==> src/rtl/dual_fetch_unit.sv <==
// Dual-issue fetch stage: issues 64-bit instruction-pair requests, queues the
// in-order responses and presents the head pair with its PC to IF/ID.
module dual_fetch_unit #(
  parameter int unsigned QDEPTH   = 4,
  parameter logic [31:0] RESET_PC = 32'h0000_0000
) (
  input  logic        clk,
  input  logic        reset,
  input  logic        stall,
  input  logic        flush,
  input  logic [31:0] redirect_pc,
  output logic        imem_req_valid,
  output logic [31:0] imem_addr,
  input  logic        imem_ready,
  input  logic        imem_rsp_valid,
  input  logic [31:0] imem_rsp_data1,
  input  logic [31:0] imem_rsp_data2,
  output logic [31:0] instruction1,
  output logic [31:0] instruction2,
  output logic [31:0] fetch_pc,
  output logic        fetch_valid
);

  localparam int unsigned PW = $clog2(QDEPTH);
  localparam int unsigned CW = $clog2(QDEPTH + 1);

  typedef logic [PW-1:0] ptr_t;
  typedef logic [CW-1:0] cnt_t;

  typedef struct packed {
    logic [31:0] pc;
    logic [31:0] data1;
    logic [31:0] data2;
  } entry_t;

  localparam logic [31:0] PC_ALIGN = 32'hFFFF_FFFC;
  localparam logic [31:0] PAIR_STEP = 32'd8;
  localparam cnt_t DEPTH_C = cnt_t'(QDEPTH);

  if (QDEPTH < 2 || (QDEPTH & (QDEPTH - 1)) != 0) begin : g_bad_depth
    $error("dual_fetch_unit: QDEPTH must be a power of 2 and at least 2");
  end

  entry_t queue_mem [QDEPTH];
  ptr_t   rd_ptr;
  ptr_t   wr_ptr;
  cnt_t   count;
  cnt_t   inflight;
  cnt_t   drop;
  logic [31:0] pc;
  logic [31:0] rsp_pc;

  cnt_t        live;
  logic [CW:0] occupancy;
  logic        req_fire;
  logic        push;
  logic        pop;
  entry_t      head;

  // Requests are credited against queue space plus responses still to be kept,
  // so every accepted response is guaranteed a slot.
  assign live      = inflight - drop;
  assign occupancy = {1'b0, count} + {1'b0, live};

  assign imem_req_valid = !reset && !flush
                        && (occupancy < (CW + 1)'(QDEPTH))
                        && (inflight < DEPTH_C);
  assign imem_addr = pc;
  assign req_fire  = imem_req_valid && imem_ready;

  assign push = imem_rsp_valid && !flush && (drop == '0);
  assign pop  = !stall && !flush && (count != '0);

  assign head         = queue_mem[rd_ptr];
  assign fetch_valid  = (count != '0);
  assign instruction1 = fetch_valid ? head.data1 : 32'h0;
  assign instruction2 = fetch_valid ? head.data2 : 32'h0;
  assign fetch_pc     = fetch_valid ? head.pc    : 32'h0;

  // NOTE: all sequential state uses non-blocking assignments so every register
  // in this block sees the pre-edge values of the others.
  always_ff @(posedge clk or posedge reset) begin
    if (reset) begin
      pc     <= RESET_PC & PC_ALIGN;
      rsp_pc <= RESET_PC & PC_ALIGN;
    end else if (flush) begin
      pc     <= redirect_pc & PC_ALIGN;
      rsp_pc <= redirect_pc & PC_ALIGN;
    end else begin
      if (req_fire) pc <= pc + PAIR_STEP;
      if (push)     rsp_pc <= rsp_pc + PAIR_STEP;
    end
  end

  // req_fire is already zero during flush, so one update covers both cases.
  always_ff @(posedge clk or posedge reset) begin
    if (reset) begin
      inflight <= '0;
      drop     <= '0;
    end else begin
      inflight <= inflight + cnt_t'(req_fire) - cnt_t'(imem_rsp_valid);
      if (flush)
        drop <= inflight - cnt_t'(imem_rsp_valid);
      else if (imem_rsp_valid && (drop != '0))
        drop <= drop - cnt_t'(1);
    end
  end

  always_ff @(posedge clk or posedge reset) begin
    if (reset) begin
      rd_ptr <= '0;
      wr_ptr <= '0;
      count  <= '0;
    end else if (flush) begin
      rd_ptr <= '0;
      wr_ptr <= '0;
      count  <= '0;
    end else begin
      if (push) wr_ptr <= wr_ptr + ptr_t'(1);
      if (pop)  rd_ptr <= rd_ptr + ptr_t'(1);
      case ({push, pop})
        2'b10:   count <= count + cnt_t'(1);
        2'b01:   count <= count - cnt_t'(1);
        default: count <= count;
      endcase
    end
  end

  // NOTE: the queue storage has no reset; entries are only observed while
  // count is non-zero, and skipping the reset keeps it mappable to RAM.
  always_ff @(posedge clk) begin
    if (push) queue_mem[wr_ptr] <= '{pc: rsp_pc, data1: imem_rsp_data1, data2: imem_rsp_data2};
  end

  a_no_push_when_full: assert property (@(posedge clk) disable iff (reset)
    push |-> (count < DEPTH_C));

  a_no_orphan_response: assert property (@(posedge clk) disable iff (reset)
    imem_rsp_valid |-> (inflight != '0));

endmodule

==> config.mk <==
export PLATFORM = sky130hd
export DESIGN_NAME = dual_fetch_unit
export DESIGN_NICKNAME = d
export VERILOG_FILES = /design/src/rtl/dual_fetch_unit.sv
export SDC_FILE = /design/constraint.sdc
export NUM_CORES = 1
export LEC_CHECK = 0
export BUFFER_PORTS_ARGS = -buffer_cell sky130_fd_sc_hd__buf_2
export CORE_ASPECT_RATIO = 1.2
export CORE_MARGIN = 2
export CORE_UTILIZATION = 30
export CTS_BUF_LIST = sky130_fd_sc_hd__clkbuf_8 sky130_fd_sc_hd__clkbuf_16
export DETAILED_ROUTE_END_ITERATION = 10
export PLACE_DENSITY = 0.51
export SLEW_MARGIN = 20
export SYNTH_ARGS = -nofsm -noshare
export SYNTH_HDL_FRONTEND = slang
export SYNTH_SLANG_ARGS = --single-unit
export TNS_END_PERCENT = 50
==> constraint.sdc <==
create_clock -name clk -period 5.05 [get_ports clk]
set_input_delay 1.515 -clock clk [delete_from_list [all_inputs] [get_ports clk]]
set_output_delay 1.515 -clock clk [all_outputs]
set_load 0.02 [all_outputs]
# Word-level counts from Yosys, hierarchy flattened
# Memories as Yosys holds them, arrays and structs flattened.
# Cells that the tools add are included.
dict set report classes {
  eq_ne 2
  reduce_logical 20
  n_mul 0
  shifts 0
  add_sub_neg 12
  div_mod_pow 0
  bitwise 0
  n_mux 17
  order_cmp 2
}
# op n
set ops {}
lappend ops {{two-way mux 32 bit} 7}
lappend ops {{adder 32 x 4 -> 32 bit (second input constant)} 2}
lappend ops {{logical AND 1 bit} 9}
lappend ops {{two-way mux 3 bit} 3}
lappend ops {{nonzero test 3 bit} 3}
lappend ops {{two-way mux 2 bit} 4}
lappend ops {{nonzero test 2 bit} 4}
lappend ops {{one-hot mux 3 bit (2 select lines)} 1}
lappend ops {{subtractor 3 x 1 -> 3 bit} 2}
lappend ops {{subtractor 3 x 1 -> 3 bit (second input constant)} 2}
lappend ops {{adder 2 x 1 -> 2 bit (second input constant)} 2}
lappend ops {{adder 3 x 3 -> 4 bit} 1}
lappend ops {{less-than comparator 4 x 3 -> 1 bit (second input constant)} 1}
lappend ops {{adder 3 x 1 -> 3 bit} 1}
lappend ops {{adder 3 x 1 -> 3 bit (second input constant)} 1}
lappend ops {{logical NOT 1 bit} 3}
lappend ops {{logical NOT 3 bit} 1}
lappend ops {{less-than comparator 3 bit (second input constant)} 1}
lappend ops {{subtractor 3 bit} 1}
lappend ops {{equality test 2 x 1 -> 1 bit (second input constant)} 1}
lappend ops {{equality test 2 bit (second input constant)} 1}
lappend ops {{two-way mux 1 bit} 2}
dict set report word_totals {
  out_inout_bits 130
  mem_bits_ro 0
  n_memories 1
  register_bits 77
  elab_cells 61
  ramBits 384
  latchBits 0
}
# memory depth width rd rd_clocked_by_memory_dff write_ports line_no
set mem_list {}
lappend mem_list {queue_mem 4 96 1 0 1 44} ;# entry_t queue_mem [QDEPTH];

# Depth between registers and ports, before layout
# Gate-level depths: netlist (run 1).
dict set report depth {
  depth_word 8
  mapped_depth 18
  depth_no_buf 17
}

# Least setup slack after synthesis (run 1)
# OpenSTA, ideal clock, no wires.
dict set report synth_timing {
  path_type {in2reg}
  from {input imem_rsp_valid}
  to {memory queue_mem[1][0] (netlist name) (enable)}
  path_slack_ps 233
  arrival_ps 4353
  required_ps 4586
  path_stages 4
  setup_time_ps 464
  n_path_buf 2
  cell_sequence {and3b_1 clkbuf_1 buf_2 and3_1}
}
dict set report synth_via {
  elab_chain_cells 4
}
# element line_no
set synth_rtl {}
lappend synth_rtl {{start: declaration} 15} ;# input logic imem_rsp_valid,
lappend synth_rtl {{logical AND 1 bit (2 in series)} 71} ;# assign push = imem_rsp_valid && !flush && (drop == '0);
lappend synth_rtl {{two-way mux 1 bit} 132} ;# if (push) queue_mem[wr_ptr] <= '{pc: rsp_pc, data1: imem_rsp_data1, data2: imem_rsp_data2};
lappend synth_rtl {{two-way mux 1 bit (not written as such)} 132}
lappend synth_rtl {{end: declaration} 44}
# Every way passes these cells.

# Worst setup path in the final report (run 1)
dict set report layout_timing {
  from {register count[0]}
  to {output instruction2[8]}
}
dict set report layout_via {
  elab_chain_cells 2
}
# element line_no
set layout_rtl {}
lappend layout_rtl {{start: declaration} 47} ;# cnt_t count;
lappend layout_rtl {{start signal: assignment} 122} ;# 2'b10: count <= count + cnt_t'(1);
lappend layout_rtl {{start signal: assignment} 123} ;# 2'b01: count <= count - cnt_t'(1);
lappend layout_rtl {{start signal: assignment} 124} ;# default: count <= count;
lappend layout_rtl {{nonzero test 3 bit} 75} ;# assign fetch_valid = (count != '0);
lappend layout_rtl {{two-way mux 32 bit} 77} ;# assign instruction2 = fetch_valid ? head.data2 : 32'h0;
lappend layout_rtl {{end: declaration} 19} ;# output logic [31:0] instruction2,
# Every way passes these cells.

==> summary.txt, run 1 <==
Synthesis
  – FF+latch count, synth: approximately 450
  – Count leader, synth: edfxtp_1
  – Sequential area share after synthesis: a little over two thirds
  – Netlist cell types: 62
  – Synth Instances: between 1000 and 1500
  – Synth Warn #: 0
  – Top area cells in the synthesized netlist: edfxtp_1 61%, mux4_2 11%, dfrtp_1 9.8%
  – Cell taking the most area after synthesis: edfxtp_1
  – Post-synth ARST share: 16.3%
  – Post-synth EDFFs: 376
  – Syn Std Cell Area: 0.0186 mm^2
  – Synth top cells by count: 376 x edfxtp_1, 95 x and2_1, 94 x mux4_2
  – Post-synth top area share: 60.6%
  – Primary FF master, synth: edfxtp_1
  – Avg Cell Area, Syn: 17.4 um^2

Power
  – PD cells: 465 mW/mm^2
  – Max VDD drop: 0.000233 V
  – LEAKAGE: 7.87 nW
  – Sequential share of power: a little over two fifths
  – Net Switching: between 3 and 4 mW
  – Combinational share of power: about a quarter
  – Clock network power share: 34.5%
  – Int Power: ~7.4 mW
  – Switching Fraction: 29.2%

CTS
  – Post-CTS Hold Fix Bufs: 0
  – CTS sink cnt: 449
  – Clock slew at reported path FFs: roughly 0.06 ns
  – Htree depth: 2
  – Clk root buf: clkbuf_16
  – Post-cts sizing count: 0
  – CTS tree: yes
  – Setup Fix Bufs, Post-CTS: 0
  – CTS buffer count: 49
  – Max Buffers Root-to-Sink: 3
  – Worst-skew pair later-pin latency: 0.57 ns

Floorplanning
  – Core Area: 0.0617 mm^2
  – Site Rows: 100
  – Ports: roughly 230
  – Starting density of the core: 30.2%
  – Die H: between 200 and 300 um
  – Die width: between 200 and 250 um
  – Die area: 0.0641 mm^2

Placed design
  – Hpwl dp: 27000 um
  – RePlAce Congestion: 0.775
  – Worst slack, placed: 1.30 ns
  – Buffers on Ports: 225
  – Dpl cell area: 0.0209 mm^2

Worst setup path
  – Worst setup path class: register to primary output
  – Critical path, cell by cell: nor3_1 > inv_2 > buf_12 > and2_1 > buf_2
  – CP arrival: ~2.8 ns
  – Critical path startpoint: count[0]
  – Crit path max fanout: 57
  – Crit-path slowest cell: nor3_1
  – Reg-to-Reg Start: inflight[0]
  – CP Launch Type: register
  – Crit path max-delay family: buffers and inverters
  – Critical path buffers and inverters: 3
  – Critical Path End Type: primary output
  – Max stage delay on crit path: 0.54 ns
  – Worst EP required: 3.54 ns

Routing
  – DR vias: 10200
  – Residual DRC count: 0
  – DR pass1 iterations: 4
  – Initial drt markers: 492
  – Total Wirelength: approximately 43000 um
  – Vias per cell: 4.72
  – Wirelength per Cell: 20.0 um
  – ANT nets after route: 0

STA
  – Max transition margin: 43.0%
  – Final Critical Period: 4.34 ns
  – RSZ-0062 raised after global routing: false
  – Setup tns final: 0 ns
  – Worst-Margin Slew: approximately 0.86 ns
  – Fin crit share: between 80 and 90%
  – Clk_skew: 0.0145 ns
  – Worst Setup Slack, final: 0.707 ns
  – Final hold violations: 0
  – Max Freq: approximately 230 MHz
  – Final Max Tran Viols: 0
  – Hold WS: 0.523 ns
  – Final Setup Violations: 0

Global route
  – First-pass GRT wire length: about 66000 um
  – Met1 Use GR: 17.6%
  – GR met3 Demand/Resource: 2.72%
  – Largest net degree at the start of global routing: 62
  – Grt ovf: 0
  – Initial antenna violation count: 2
  – Most Used Layer, Global Route: met2
  – Vias in the first global route: 10700
  – Grt met2 use: 23.0%
  – Gr usage total: 13.5%

Final layout
  – Fillers: 5821
  – Fin nets: 1435
  – Ratio of cells with drive above 1 in the final layout: 33.4%
  – Area delta synth->final: 20.8%
  – Final instance area: 0.0225 mm^2
  – Antenna Cells: 0

Hold path
  – Hold Crit Start: inflight[0]
  – Hold Path Class: register to register

Flow run
  – Max Cap Viol: 0

Outcome
  – Status: finished, final reports clean
## state kept, by name (all words and copies together) (netlist names)
signal     flops
count          3
rd_ptr         2
inflight       3
imem_addr     30
rsp_pc        30
queue_mem    376
drop           3
wr_ptr         2
## logic make-up (layout without fill, tap and decap cells)
group | count (synthesis) | count (layout) | synth area share, %
compound gates | 77 | 77 | 2.53
xor+xnor | 48 | 48 | 2.26
fa+ha+maj | 18 | 18 | 1.33
buf+inv | 75 | 354 | 1.77
flops | 449 | 449 | 70.5
mux | 107 | 107 | 12.1
other cells | 1 | 4 | 0.0201
simple gates | 294 | 294 | 9.48
## power by group through the flow
| stage | clock [mW] | combinational (mW) | sequential, mW |
|---|---|---|---|
| final | 3.60 | 2.43 | 4.42 |
| after CTS | 3.73 | 2.51 | 4.42 |
| after global routing | 3.86 | 2.66 | 4.45 |
| after detailed placement | 0 | 2.51 | 4.50 |
| after floorplan | 0 | 1.66 | 4.47 |
| after global placement | 0 | 2.50 | 4.49 |
## layout make-up
class                      instances  area (um^2)  share of cell area [%]
sequential                       449        13100                    58.4
multi-input combinational        548         5200                    23.1
timing repair buffer             246         1430                    6.38
clock buffer                      50         1250                    5.56
tap                              816         1020                    4.54
clock inverter                    37          377                    1.67
inverter                          21         78.8                   0.351
## metal layers
layer | vias up | wire [um]
li1 | 4638 | -
met1 | 5299 | 18700
met2 | 244 | 21700
met3 | 53 | 2110
met4 | 2 | 797
met5 | - | 13
## through the flow
step | utilization [%] | total power, mW | instances
floorplan | - | 6.13 | 1072
global placement | 33.8 | 6.99 | 2080
CTS | 36.5 | 10.7 | 2167
detailed placement | 33.8 | 7.00 | 2080
global route | 36.5 | 11.0 | 2167
finish | 36.5 | 10.5 | 2167
## layout by cell type (no fill, tap or decap), drive strengths merged, types with 6 or more instances in the layout
| cell type | instances |
|---|---|
| clkbuf | 50 |
| xnor2 | 27 |
| bufinv | 7 |
| mux2 | 11 |
| nor3 | 17 |
| and2 | 96 |
| and3 | 9 |
| nand3 | 30 |
| o311ai | 7 |
| nand2 | 59 |
| inv | 28 |
| a21boi | 7 |
| xor2 | 21 |
| nand4 | 21 |
| nor2 | 27 |
| nand2b | 6 |
| buf | 246 |
| clkinv | 21 |
| a21oi | 10 |
| mux4 | 94 |
| o21ai | 36 |
| ha | 15 |
| o211ai | 6 |
| nor4 | 11 |
| edfxtp | 376 |
| dfrtp | 73 |
## final timing paths
kind                              endpoint  slack, ns  depth (start not counted)
setup reg to reg               inflight[2]       1.37                         17
setup / recovery           instruction2[8]       0.71                          5
hold reg to reg                inflight[0]       0.52                          1
hold / removal                 inflight[0]       0.52                          1
max in group asynchronous        wr_ptr[0]       2.90                          3
min in group asynchronous      inflight[0]       1.09                          2
Power figures use the tool's default switching activity.
==> run 2: changes to the inputs <==
==> constraint.sdc (replaced) <==
create_clock -name clk -period 4.3 [get_ports clk]
set_input_delay 1.29 -clock clk [delete_from_list [all_inputs] [get_ports clk]]
set_output_delay 1.29 -clock clk [all_outputs]
set_load 0.02 [all_outputs]
==> run 2 against run 1 <==
  * Sequential share of layout area fell by 0.23 points
  * Count of clock-buffer cells in the layout rose by 2
  * Combinational power rose by 16%
  * Worst hold slack got worse by 0.017 ns
  * Largest power group unchanged
  * Sequential power rose by 18%
  * Critical path depth rose by 6
  * Global-route usage rose by 0.097 points
  * Highest routed layer is now met4
  * Routed wire length rose by 0.61%
  * Non-clock buffer count rose by 1
  * Flip-flop and latch count did not move
  * Total power rose by 19%
  * Final cell count rose by 0.28%
==> summary.txt, run 2 (synthesized netlist as in run 1, its figures left out) <==
Placed design
  – Buffers on Ports: 225 (unchanged)
  – Dpl cell area: 0.0209 mm^2 (about the same)
  – Worst slack, placed: 0.686 ns (-0.612 ns)
  – Hpwl dp: 27200 um (+0.45%)
  – RePlAce Congestion: 0.784 (+1.1%)
  – DP Cell Count: 2081 (+0.048%)

Global route
  – First-pass GRT wire length: 66400 um (+1.1%)
  – Gr usage total: 13.6% (+0.097 points)
  – Largest net degree at the start of global routing: 97 (+56%)
  – Vias in the first global route: 10900 (+1.9%)
  – Grt ovf: 0 (unchanged)
  – Initial antenna violation count: 3 (+1)

Worst setup path
  – Worst EP required: 3.01 ns (-0.53 ns)
  – CP Launch Type: register
  – Worst setup path class: register to primary output
  – CP arrival: 2.70 ns (-0.13 ns)
  – Critical Path End Type: primary output
  – Crit path max fanout: 2 (-96%)
  – Flop2flop setup slack: 0.70 ns (-0.67 ns)

Final layout
  – Max reg flops: 376 (unchanged)
  – Final instance area: 0.0226 mm^2 (+0.40%)
  – Most frequent cells in the layout: 376 x edfxtp_1, 225 x buf_2, 95 x and2_1
  – Area delta synth->final: 21.3%
  – Final Non-Filler Cells: 2173 (+0.28%)
  – Reg with most FFs: queue_mem
  – Ratio of cells with drive above 1 in the final layout: 33.8% (+0.47 points)
  – Commonest non-fill, non-tap cell in the layout: edfxtp_1
  – Fin nets: 1436 (+0.070%)

Power
  – Net Switching: 3.62 mW (+18%)
  – Final Power: 12.4 mW (+19%)
  – LEAKAGE: 7.93 nW (+0.79%)
  – Sequential share of power: 42.1% (-0.2 points)
  – Switching Fraction: 29.1% (-0.11 points)
  – Max VDD drop: 0.000263 V (+13%)
  – Int Power: 8.80 mW (+19%)
  – PD cells: 550 mW/mm^2 (+18%)
  – Combinational share of power: 22.8% (-0.5 points)
  – Clock network power share: 35.1% (+0.6 points)

Flow run
  – Max Cap Viol: 0 (unchanged)

Routing
  – Wirelength per Cell: 20.0 um (+0.34%)
  – Total Wirelength: 43600 um (+0.61%)
  – Residual DRC count: 0 (unchanged)
  – DR pass1 iterations: 5 (+1)
  – ANT nets after route: 0 (unchanged)
  – Vias per cell: 4.74 (+0.26%)
  – Met2 WL: 21900 um (+0.79%)
  – Met1 wire length: 18600 um (-0.47%)
  – Initial drt markers: 517 (+5.1%)
  – DR vias: 10300 (+0.54%)
  – Highest routed layer: met4
  – Met3 wire length: 2230 um (+5.6%)

STA
  – Final Setup Violations: 0 (unchanged)
  – Final hold violations: 0 (unchanged)
  – Setup tns final: 0 ns (unchanged)
  – Worst Setup Slack, final: 0.312 ns (-0.395 ns)
  – Clk_skew: 0.0219 ns (+0.00741 ns)
  – Worst-Margin Slew: 1.04 ns (+0.188 ns)
  – Fin crit share: between 90% and 100%
  – Max transition margin: 30.4% (-13 points)
  – Final Critical Period: approximately 4 ns
  – Max Freq: roughly 250 MHz
  – RSZ-0062 raised after global routing: false
  – Final Max Tran Viols: 0 (unchanged)

Hold path
  – Hold Path Class: register to register

Outcome
  – Status: finished, final reports clean

CTS
  – Post-cts sizing count: 0 (unchanged)
  – Htree depth: 2 (unchanged)
  – Worst-skew pair later-pin latency: 0.57 ns (about the same)
  – Max Buffers Root-to-Sink: 3 (unchanged)
  – CTS tree: yes
  – CTS buffer count: 49 (unchanged)
  – CTS sink cnt: 449 (unchanged)
  – Clock slew at reported path FFs: 0.06 ns (about the same)
  – Post-CTS Hold Fix Bufs: 0 (unchanged)
  – Setup Fix Bufs, Post-CTS: 0 (unchanged)
  – Clk root buf: clkbuf_16

Floorplanning
  – Die H: 277 um (unchanged)
  – Site Rows: 100 (unchanged)
  – Core Area: 0.0617 mm^2 (unchanged)
  – Die area: 0.0641 mm^2 (unchanged)
  – Die width: 231 um (unchanged)
  – Starting density of the core: 30.2% (unchanged)
  – Ports: 232 (unchanged)
-- run 2: cell types whose count changed in the layout (fill, tap and decap cells not counted), moves of 2 or more --
cell,before,now
clkbuf_8,0,2
clkinv_1,14,5
clkinv_2,5,8
clkinv_4,1,3
inv_1,21,27
-- run 2: metal layers --
metal | up-vias | track usage, %
met4 | 0 | 3.54
met3 | 60 | 2.90
met1 | 5335 | 17.5
met5 | - | 0
li1 | 4645 | -
met2 | 251 | 23.3
-- run 2: stage by stage --
step | hold slack (ns) | util, %
finish | 0.506 | 36.6
global route | 0.554 | 36.6
CTS | 0.512 | 36.6
detailed placement | 0.498 | 33.8
global placement | 0.497 | 33.8
floorplan | 0.476 | -
-- run 2: area by class of cell --
type                            instances  area, um^2
Timing Repair Buffer                  247        1450
Fill cell                            5810       39100
Sequential cell                       449       13100
Tap cell                              816        1020
Clock inverter                         39         415
Antenna cell                            1        2.50
Clock buffer                           52        1280
Multi-Input combinational cell        548        5200
Inverter                               21        78.8
-- run 2: path summary, 6_finish.rpt --
| kind | startpoint | endpoint | depth (start not counted) |
|---|---|---|---|
| max | inflight[0] | imem_req_valid | 11 |
| min reg2reg | inflight[0] | inflight[0] | 1 |
| min | inflight[0] | inflight[0] | 1 |
| max reg2reg | inflight[0] | inflight[2] | 17 |
| max in group asynchronous | reset | imem_addr[16] | 3 |
| min in group asynchronous | reset | imem_addr[3] | 2 |
-- run 2: power by group through the flow --
stage	sequential, mW	combinational [mW]	clock [mW]
after floorplan	5.25	1.95	0
after global placement	5.31	2.90	0
after detailed placement	5.32	2.92	0
after CTS	5.23	2.93	4.50
after global routing	5.26	3.11	4.66
final	5.22	2.83	4.36
-- run 2: critical path: stages, from the launching register on --
cell     delay [ns]
dfrtp_1        0.38
inv_1          0.08
ha_1           0.14
inv_1          0.05
fa_1           0.37
xor2_1         0.16
xnor2_1        0.14
ha_1           0.20
nor4_2         0.30
nand2_1        0.08
nor2_1         0.10
buf_2          0.16
==> run 3: changes to the inputs <==
--- a/config.mk
+++ b/config.mk
@@ -6,7 +6,7 @@
 export NUM_CORES = 1
 export LEC_CHECK = 0
 export BUFFER_PORTS_ARGS = -buffer_cell sky130_fd_sc_hd__buf_2
-export CORE_ASPECT_RATIO = 1.2
+export CORE_ASPECT_RATIO = 1.25
 export CORE_MARGIN = 2
 export CORE_UTILIZATION = 30
 export CTS_BUF_LIST = sky130_fd_sc_hd__clkbuf_8 sky130_fd_sc_hd__clkbuf_16
==> run 3 against run 2 <==
  * Cell area fell by 1.3%
  * Sequential power barely moved
  * Flip-flop and latch count did not move
  * Worst hold slack improved by 0.0011 ns
  * Non-clock buffer count fell by 6
  * Global-route usage fell by 0.21 points
  * Die area barely moved
  * Combinational power barely moved
  * Clock power fell by 11%
  * Final cell count rose by 0.37%
  * Maximum frequency fell by 1.0%
  * Clock skew fell by 0.0033 ns
==> summary.txt, run 3 (synthesized netlist as in run 1, its figures left out) <==
STA
  – Final Max Tran Viols: 0 (unchanged)
  – Worst-Margin Slew: 1.02 ns (-0.0202 ns)
  – RSZ-0062 raised after global routing: false
  – Clk_skew: 0.0186 ns (-0.00333 ns)
  – Final hold violations: 0 (unchanged)
  – Setup tns final: 0 ns (unchanged)
  – Max Freq: 248 MHz (-1.0%)
  – Final Setup Violations: 0 (unchanged)
  – Final Critical Period: 4.03 ns (+0.0418 ns)
  – Worst Setup Slack, final: 0.270 ns (-0.0418 ns)
  – Max transition margin: 31.8% (+1.3 points)
  – Hold WS: 0.507 ns (+0.00109 ns)
  – Fin crit share: 93.7% (+0.97 points)

Worst setup path
  – CP Launch Type: register
  – Critical Path End Type: primary output
  – Crit path max fanout: 2 (unchanged)
  – CP arrival: 2.74 ns (+0.04 ns)
  – Worst EP required: 3.01 ns (about the same)
  – Worst setup path class: register to primary output

Global route
  – Gr usage total: 13.4% (-0.21 points)
  – Vias in the first global route: 10700 (-1.8%)
  – Largest net degree at the start of global routing: 97 (unchanged)
  – Initial antenna violation count: 4 (+1)
  – Grt ovf: 0 (unchanged)
  – First-pass GRT wire length: 64800 um (-2.3%)

CTS
  – Setup Fix Bufs, Post-CTS: 0 (unchanged)
  – Clock slew at reported path FFs: 0.06 ns (about the same)
  – Post-CTS Hold Fix Bufs: 0 (unchanged)
  – Post-cts sizing count: 0 (unchanged)
  – Htree depth: 2 (unchanged)
  – CTS buffer count: 47 (-4.1%)
  – Worst-skew pair later-pin latency: 0.57 ns (about the same)
  – CTS sink cnt: 449 (unchanged)
  – CTS tree: yes
  – Clk root buf: clkbuf_16
  – Max Buffers Root-to-Sink: 3 (unchanged)

Floorplanning
  – Ports: 232 (unchanged)
  – Die area: 0.0641 mm^2 (about the same)
  – Die width: 227 um (-2.0%)
  – Core Area: 0.0616 mm^2 (about the same)
  – Starting density of the core: 30.2% (about the same)
  – Die H: 283 um (+2.0%)
  – Site Rows: 102 (+2.0%)

Flow run
  – Max Cap Viol: 0 (unchanged)

Final layout
  – Area delta synth->final: 19.7%
  – Commonest non-fill, non-tap cell in the layout: edfxtp_1
  – Fin nets: 1428 (-0.56%)
  – Fillers: 5901 (+1.6%)
  – Reg with most FFs: queue_mem
  – Fin util: 36.2% (-0.44 points)
  – Most frequent cells in the layout: 376 x edfxtp_1, 225 x buf_2, 95 x and2_1
  – Max reg flops: 376 (unchanged)
  – Ratio of cells with drive above 1 in the final layout: 32.6% (-1.2 points)

Placed design
  – Buffers on Ports: 225 (unchanged)
  – RePlAce Congestion: 0.792 (+1.1%)
  – Hpwl dp: 26400 um (-3.0%)
  – Worst slack, placed: 0.704 ns (+0.0174 ns)

Power
  – PD cells: 534 mW/mm^2 (-3.0%)
  – Final Power: 11.9 mW (-4.2%)
  – Max VDD drop: 0.000310 V (+18%)
  – LEAKAGE: 7.79 nW (-1.8%)

Routing
  – Residual DRC count: 0 (unchanged)
  – DR pass1 iterations: 4 (-1)
  – Total Wirelength: 42800 um (-1.7%)
  – ANT nets after route: 0 (unchanged)
  – DR vias: 10200 (-0.86%)
  – Vias per cell: 4.68 (-1.2%)
  – Wirelength per Cell: 19.6 um (-2.1%)
  – Initial drt markers: 494 (-4.4%)

Hold path
  – Hold Path Class: register to register

Outcome
  – Status: finished, final reports clean
[run 3: changes by cell type in the layout (fill, tap and decap cells not counted), sizes merged]
cell / previous run / this run
bufinv: 8 / 2
buf: 247 / 241
diode: 1 / 3
clkbuf: 52 / 49
clkinvlp: 3 / 1
clkinv: 17 / 24
[run 3: layout make-up]
class	count	area [um^2]	share of cell area, %
antenna	3	7.51	0.0337
clock buffer	49	1230	5.50
inverter	21	78.8	0.354
sequential	449	13100	58.9
clock inverter	38	239	1.07
timing repair buffer	241	1370	6.15
multi-input combinational	548	5200	23.3
tap	832	1040	4.67
[run 3: per-stage QoR]
stage / cell area, um^2 / std cells
after floorplan: 18600 / 1072
after global placement: 20800 / 2091
after detailed placement: 20800 / 2091
after CTS: 22300 / 2178
after global routing: 22300 / 2178
final: 22300 / 2181
[run 3: critical path, stage by stage (launching register included)]
cell	delay, ns
dfrtp_1	0.38
inv_1	0.08
ha_1	0.14
inv_1	0.05
fa_1	0.37
xor2_1	0.16
xnor2_1	0.13
ha_1	0.19
nor4_2	0.29
nand2_1	0.09
nor2_1	0.13
buf_2	0.18
[run 3: worst paths after layout]
| kind | start | to | slack (ns) | cells after the start |
|---|---|---|---|---|
| max in group asynchronous | reset | rd_ptr[0] | 2.91 | 3 |
| setup reg to reg | inflight[0] | inflight[2] | 0.72 | 17 |
| min in group asynchronous | reset | inflight[2] | 0.72 | 2 |
| hold / removal | inflight[0] | inflight[0] | 0.51 | 1 |
| hold reg to reg | inflight[0] | inflight[0] | 0.51 | 1 |
| setup / recovery | inflight[0] | imem_req_valid | 0.27 | 11 |
[run 3: metal layers]
layer	part of all wire [%]	vias up	wire length, um	GRT usage (%)
met2	50	246	21300	23.0
met4	2.3	4	981	3.78
li1	-	4632	-	-
met1	43	5250	18200	16.9
met3	5.4	70	2310	3.02
met5	0.054	-	23	0
[run 3: power by group]
part	switching [mW]	leakage, nW	internal [mW]
clock network	1.68	0.757	2.18
logic	1.60	2.77	1.20
registers	0.264	4.26	4.96
total	3.55	7.79	8.34
